$ cat src/rtl/muldiv_unit.sv
// muldiv_unit: iterative radix-2 multiply/divide unit holding the HI/LO pair.
//
// It runs one shift-add step (multiply) or one restoring-subtract step
// (divide) per clock. A sign fix-up cycle follows, and then HI/LO are written.
//
// Ports:
//   CLK        clock; all state changes on posedge
//   RST        synchronous active-low reset
//   START      begin an op (sampled in IDLE only)
//   OP         00 MULT, 01 MULTU, 10 DIV, 11 DIVU
//   SRCA/SRCB  multiplicand/multiplier or dividend/divisor
//   FLUSH      abort the in-flight op; drops a START in the same IDLE cycle
//   WE_HI/LO   MTHI/MTLO write enables (honoured in IDLE only)
//   WD         MTHI/MTLO write data
//   BUSY       high whenever the FSM is not IDLE
//   DONE       one-cycle pulse; HI/LO were just updated
//   HI/LO      architectural HI/LO registers
//   DBG_STATE  current FSM state (IDLE=0, RUN=1, FIX=2)
//
// Handshake: START is a level request accepted on any IDLE edge where
// FLUSH=0. While BUSY=1 the unit ignores START, WE_HI and WE_LO. DONE marks
// the only cycle in which a completed result has just landed in HI/LO.
module muldiv_unit #(
    parameter int WIDTH = 32,
    parameter int CNTW  = 5
) (
    input  logic             CLK,
    input  logic             RST,
    input  logic             START,
    input  logic [1:0]       OP,
    input  logic [WIDTH-1:0] SRCA,
    input  logic [WIDTH-1:0] SRCB,
    input  logic             FLUSH,
    input  logic             WE_HI,
    input  logic             WE_LO,
    input  logic [WIDTH-1:0] WD,
    output logic             BUSY,
    output logic             DONE,
    output logic [WIDTH-1:0] HI,
    output logic [WIDTH-1:0] LO,
    output logic [1:0]       DBG_STATE
);

    localparam logic [1:0] IDLE = 2'd0;
    localparam logic [1:0] RUN  = 2'd1;
    localparam logic [1:0] FIX  = 2'd2;

    localparam logic [CNTW-1:0] LAST = CNTW'(WIDTH - 1);

    logic [1:0]       state;
    logic [CNTW-1:0]  cnt;
    logic [1:0]       op_q;
    logic             sign_q;
    logic             sign_r;
    logic             div_zero;
    logic [WIDTH-1:0] acc_hi;   // product high half / partial remainder
    logic [WIDTH-1:0] acc_lo;   // multiplier shifting out / quotient shifting in
    logic [WIDTH-1:0] opb;      // multiplicand or divisor magnitude
    logic [WIDTH-1:0] hi_q;
    logic [WIDTH-1:0] lo_q;
    logic             done_q;

    // Operand magnitudes for the op being requested.
    logic             in_signed;
    logic             in_div;
    logic [WIDTH-1:0] a_mag;
    logic [WIDTH-1:0] b_mag;

    always_comb begin
        in_signed = ~OP[0];
        in_div    = OP[1];
        a_mag     = (in_signed && SRCA[WIDTH-1]) ? -SRCA : SRCA;
        b_mag     = (in_signed && SRCB[WIDTH-1]) ? -SRCB : SRCB;
    end

    // One iteration step.
    logic             is_signed;
    logic             is_div;
    logic [WIDTH:0]   mul_sum;
    logic [WIDTH:0]   div_sh;
    logic             div_ge;
    logic [WIDTH-1:0] div_sub;
    logic [WIDTH-1:0] step_hi;
    logic [WIDTH-1:0] step_lo;

    always_comb begin
        is_signed = ~op_q[0];
        is_div    = op_q[1];
        mul_sum   = {1'b0, acc_hi} + {1'b0, (acc_lo[0] ? opb : '0)};
        div_sh    = {acc_hi, acc_lo[WIDTH-1]};
        div_ge    = div_sh >= {1'b0, opb};
        // The remainder stays below the divisor, so the difference always fits in WIDTH bits.
        div_sub   = div_sh[WIDTH-1:0] - opb;
        if (is_div) begin
            step_hi = div_ge ? div_sub : div_sh[WIDTH-1:0];
            step_lo = {acc_lo[WIDTH-2:0], div_ge};
        end else begin
            step_hi = mul_sum[WIDTH:1];
            step_lo = {mul_sum[0], acc_lo[WIDTH-1:1]};
        end
    end

    // Sign fix-up applied in FIX.
    logic [2*WIDTH-1:0] prod;
    logic [2*WIDTH-1:0] prod_fix;
    logic [WIDTH-1:0]   fix_hi;
    logic [WIDTH-1:0]   fix_lo;

    always_comb begin
        prod     = {acc_hi, acc_lo};
        prod_fix = (is_signed && sign_q) ? -prod : prod;
        if (is_div) begin
            // On divide-by-zero the all-ones quotient is reported unsigned.
            fix_lo = (is_signed && sign_q && !div_zero) ? -acc_lo : acc_lo;
            fix_hi = (is_signed && sign_r) ? -acc_hi : acc_hi;
        end else begin
            fix_hi = prod_fix[2*WIDTH-1:WIDTH];
            fix_lo = prod_fix[WIDTH-1:0];
        end
    end

    always_ff @(posedge CLK) begin
        if (!RST) begin
            state    <= IDLE;
            cnt      <= '0;
            op_q     <= '0;
            sign_q   <= 1'b0;
            sign_r   <= 1'b0;
            div_zero <= 1'b0;
            acc_hi   <= '0;
            acc_lo   <= '0;
            opb      <= '0;
            hi_q     <= '0;
            lo_q     <= '0;
            done_q   <= 1'b0;
        end else begin
            done_q <= 1'b0;
            case (state)
                IDLE: begin
                    if (WE_HI) hi_q <= WD;
                    if (WE_LO) lo_q <= WD;
                    if (START && !FLUSH) begin
                        state    <= RUN;
                        cnt      <= '0;
                        op_q     <= OP;
                        sign_q   <= SRCA[WIDTH-1] ^ SRCB[WIDTH-1];
                        sign_r   <= SRCA[WIDTH-1];
                        div_zero <= (SRCB == '0);
                        acc_hi   <= '0;
                        acc_lo   <= in_div ? a_mag : b_mag;
                        opb      <= in_div ? b_mag : a_mag;
                    end
                end
                RUN: begin
                    if (FLUSH) begin
                        state <= IDLE;
                    end else begin
                        acc_hi <= step_hi;
                        acc_lo <= step_lo;
                        cnt    <= cnt + CNTW'(1);
                        if (cnt == LAST) state <= FIX;
                    end
                end
                FIX: begin
                    state <= IDLE;
                    if (!FLUSH) begin
                        hi_q   <= fix_hi;
                        lo_q   <= fix_lo;
                        done_q <= 1'b1;
                    end
                end
                default: state <= IDLE;
            endcase
        end
    end

    assign BUSY      = (state != IDLE);
    assign DONE      = done_q;
    assign HI        = hi_q;
    assign LO        = lo_q;
    assign DBG_STATE = state;

endmodule

$ cat config.mk
export PLATFORM = sky130hd
export DESIGN_NAME = muldiv_unit
export DESIGN_NICKNAME = d
export VERILOG_FILES = /design/src/rtl/muldiv_unit.sv
export SDC_FILE = /design/constraint.sdc
export NUM_CORES = 1
export LEC_CHECK = 0
export CORE_MARGIN = 2
export CORE_UTILIZATION = 50
export DETAILED_ROUTE_END_ITERATION = 10
export PLACE_DENSITY = 0.72
export SYNTH_ARGS = -nofsm -noshare
export SYNTH_HDL_FRONTEND = slang
export SYNTH_SLANG_ARGS = --single-unit
$ cat constraint.sdc
create_clock -name CLK -period 4.9 [get_ports CLK]
set_clock_uncertainty 0.15 [all_clocks]
set_input_delay 0.98 -clock CLK [delete_from_list [all_inputs] [get_ports CLK]]
set_output_delay 0.98 -clock CLK [all_outputs]
set_load 0.02 [all_outputs]
==> flow_summary.ini <==
[run_status]
status = complete, no violations

[routing]
drt-total-wl_mm = 56.7
vias = 16100
drt_iter0_markers = 1654
ant_nets = 0
drc = 0
wire_per_inst_um = 22.2
via_per_inst = 6.31
drt-pass1-iter-count = 6

[clock_network]
path_clk_slew_ns = 0.08
cts_made_buffers = 17
cts.path.max_buffers = 2
cts_max_level = 4
cts_resized = 0
cts_tree = yes
postCtsSetupRepairBufs = 0
clock_sinks = 173
clk_latency_ns = 0.45
cts_root_buf = clkbuf_16
hold_buffers = 0

[global_routing]
grtUsageMet2_pct = 56.6
grt_pass1_wl_mm = 86.8
use_met3_pct = 6.11
use_met1_pct = 48.4
grt-ovfl-total = 0
busiest_layer = met2
grt_max_degree = 69
antenna_found_initial = 0
grtUsageTotal_pct = 35.9
grt_pass1_vias = 15200

[timing]
tightest_slew_ns = 1.05
period_share_pct = 85.4
final-hold-violation-count = 0
slew_headroom_pct = 29.8
rsz0062_at_grt = false
worst_slack_ns = 0.715
setup_violations = 0
drv_slew = 0
period_minus_slack_ns = 4.19
tns_ns = 0
clock.fmax_mhz = 239

[synth]
yosysWarnings = 0
synthFlopType = dfxtp_1
yosys.area.top_type = dfxtp_1
synth.net_count = 2222
synth.area.top_cells = dfxtp_1 (23%), a21oi_1 (6.8%), ha_1 (5.8%)
syn_inst = 2046
async_reset_ff_share_pct = 0
synthesis.area_um2 = 15000
ys_seq_area_share_pct = 23.1
synth.distinct_cells = 85
syn_area_per_cell_um2 = 7.34
yosysTopAreaCellShare_pct = 23.1
ys_seq_elements = 173
synth_edf_count = 0

[worst_setup_path]
crit_fanout = 13
start_kind = flip-flop
end_kind = flip-flop
max_stage_delay_ns = 0.55
r2r-start = acc_lo[0]$_SDFFE_PN0P_
path_class = reg -> reg
cp.required_ns = 5.11
arrival_ns = 4.40
path_common_cell = o21a_1
crit_chain = inv_1 > nor2_1 > ha_1 > o21a_1 > a21oi_1 > a211o_1 > a31oi_1 > o21ai_1 > o21a_1 > o41ai_1 > buf_4 > xnor2_1 > a211oi_1
startpoint = acc_lo[0]$_SDFFE_PN0P_
cp_slowest_cell = o41ai_1

[die]
die_w_um = 177
core_um2 = 29600
fp.dieArea_um2 = 31400
die_h_um = 177
rows = 63
start_util_pct = 50.7
io_pins = 172

[place]
gp_congestion = 0.967
numPlacedInstances = 2517
pre_cts_ws_ns = 0.576
dp_hpwl_mm = 44.4
port_buffers = 171

[final_layout]
num_antenna_cells = 0
finish.net_count = 2322
fin_cells = 2549
area.growth.synth_to_final_pct = 17.3
drive_above_1_share_pct = 5.79

[hold_path]
holdCritPathClass = reg -> reg
hp-start = opb[2]$_SDFFE_PN0P_

[pwr]
ir_drop_mv = 0.260
power.total_w = 0.00430
power_leakage_nw = 7.03
power.density_nw_per_um2 = 244

[run]
max-cap-violations = 0
[placed cells by master, fill, tap and decap left out, types with 10 or more instances in the layout]
cell type        instances
nor4_1                  24
clkdlybuf4s50_1        169
a22oi_1                 17
nor3_1                  40
nand4_1                 14
o31ai_1                 34
a21o_1                  35
or2_2                   10
o211ai_1                25
xnor2_1                 86
nor2_1                 208
o21a_1                  18
clkbuf_16               17
o41ai_1                 14
and3_1                  13
o211a_1                 17
a211oi_1                44
xor2_1                  84
nand2b_1                18
o21ai_0                151
a21boi_0                15
a31oi_1                 26
dfxtp_1                172
nand2_1                193
mux2i_1                 62
inv_1                   63
ha_1                    70
buf_4                   46
or3_1                   17
a21oi_1                202
and2_1                  17
o21bai_1                10
nor2b_1                 47
nand3_1                 36
[power breakdown]
| part | leakage (nW) | switching, W | internal, W | total, W |
|---|---|---|---|---|
| sequential | 1.42 | 0.0000897 | 0.00148 | 0.00157 |
| combinational | 5.32 | 0.000778 | 0.000541 | 0.00132 |
| clock | 0.290 | 0.000673 | 0.000734 | 0.00141 |
| total | 7.03 | 0.00154 | 0.00276 | 0.00430 |
[kinds of logic (layout without fill, tap and decap cells)]
family,count (synthesis),count (layout),synth area share (%)
compound gates,684,684,29.3
xor+xnor,170,170,9.92
fa+ha+maj,72,72,6.10
buf+inv,198,311,5.21
flops,173,173,23.1
mux,71,71,4.81
simple gates,678,678,21.6
[critical path: cells and delay by family, from the launching register on]
kind	cells	cell delay (ns)
DFF	1	0.31
buffers and inverters	2	0.71
xor gates and xnor gates	1	0.06
AOI/OAI and AO/OA	8	2.36
adders and majority gates	1	0.37
and+or+nand+nor	1	0.11
[cells in the mapped netlist (all sizes together), types with 16 or more instances]
| master | instances |
|---|---|
| nor2 | 209 |
| a21oi | 203 |
| nand2 | 193 |
| dfxtp | 173 |
| o21ai | 152 |
| clkbuf | 114 |
| xnor2 | 86 |
| xor2 | 84 |
| ha | 70 |
| inv | 63 |
| mux2i | 62 |
| nor2b | 48 |
| a211oi | 44 |
| nor3 | 40 |
| nand3 | 37 |
| a21o | 36 |
| o31ai | 35 |
| a31oi | 26 |
| nor4 | 25 |
| o211ai | 25 |
| buf | 21 |
| nand2b | 19 |
| or3 | 19 |
| and2 | 18 |
| o21a | 18 |
| a22oi | 17 |
| o211a | 17 |
| a21boi | 16 |
[sequential cells by signal, summed over array words and instances (netlist names)]
register	flops
HI	32
DBG_STATE	2
sign_r	1
sign_q	1
DONE	1
div_zero	1
op_q	2
LO	32
cnt	5
opb	32
acc_hi	32
acc_lo	32
[layer usage]
metal,vias up,wire length (um)
li1,7624,-
met1,7613,24400
met2,728,25400
met3,123,4420
met4,0,2460
met5,-,0
[area by class of cell]
cell class / count / area (um2)
clock buffer: 18 / 439
clock inverter: 14 / 153
fill: 2866 / 12000
inverter: 63 / 236
multi-input combinational: 1675 / 10800
sequential: 173 / 3460
tap: 390 / 488
timing repair buffer: 216 / 2040
[path summary, 6_finish.rpt]
| path | end | slack [ns] | cells past startpoint |
|---|---|---|---|
| max reg2reg | acc_hi[30]$_SDFFE_PN0P_ | 0.71 | 13 |
| min | opb[2]$_SDFFE_PN0P_ | 0.32 | 2 |
| min reg2reg | opb[2]$_SDFFE_PN0P_ | 0.32 | 2 |
| max | acc_hi[30]$_SDFFE_PN0P_ | 0.71 | 13 |
[through the flow]
step	hold WS (ns)	util [%]	instance area, um2
6_report	0.317	59.4	17600
5_1_grt	0.333	59.4	17600
4_1_cts	0.318	59.4	17600
3_5_place_dp	0.299	57.5	17000
3_3_place_gp	0.297	57.5	17000
2_1_floorplan	0.291	-	15000
No activity file was read; power rests on OpenSTA's default activity.
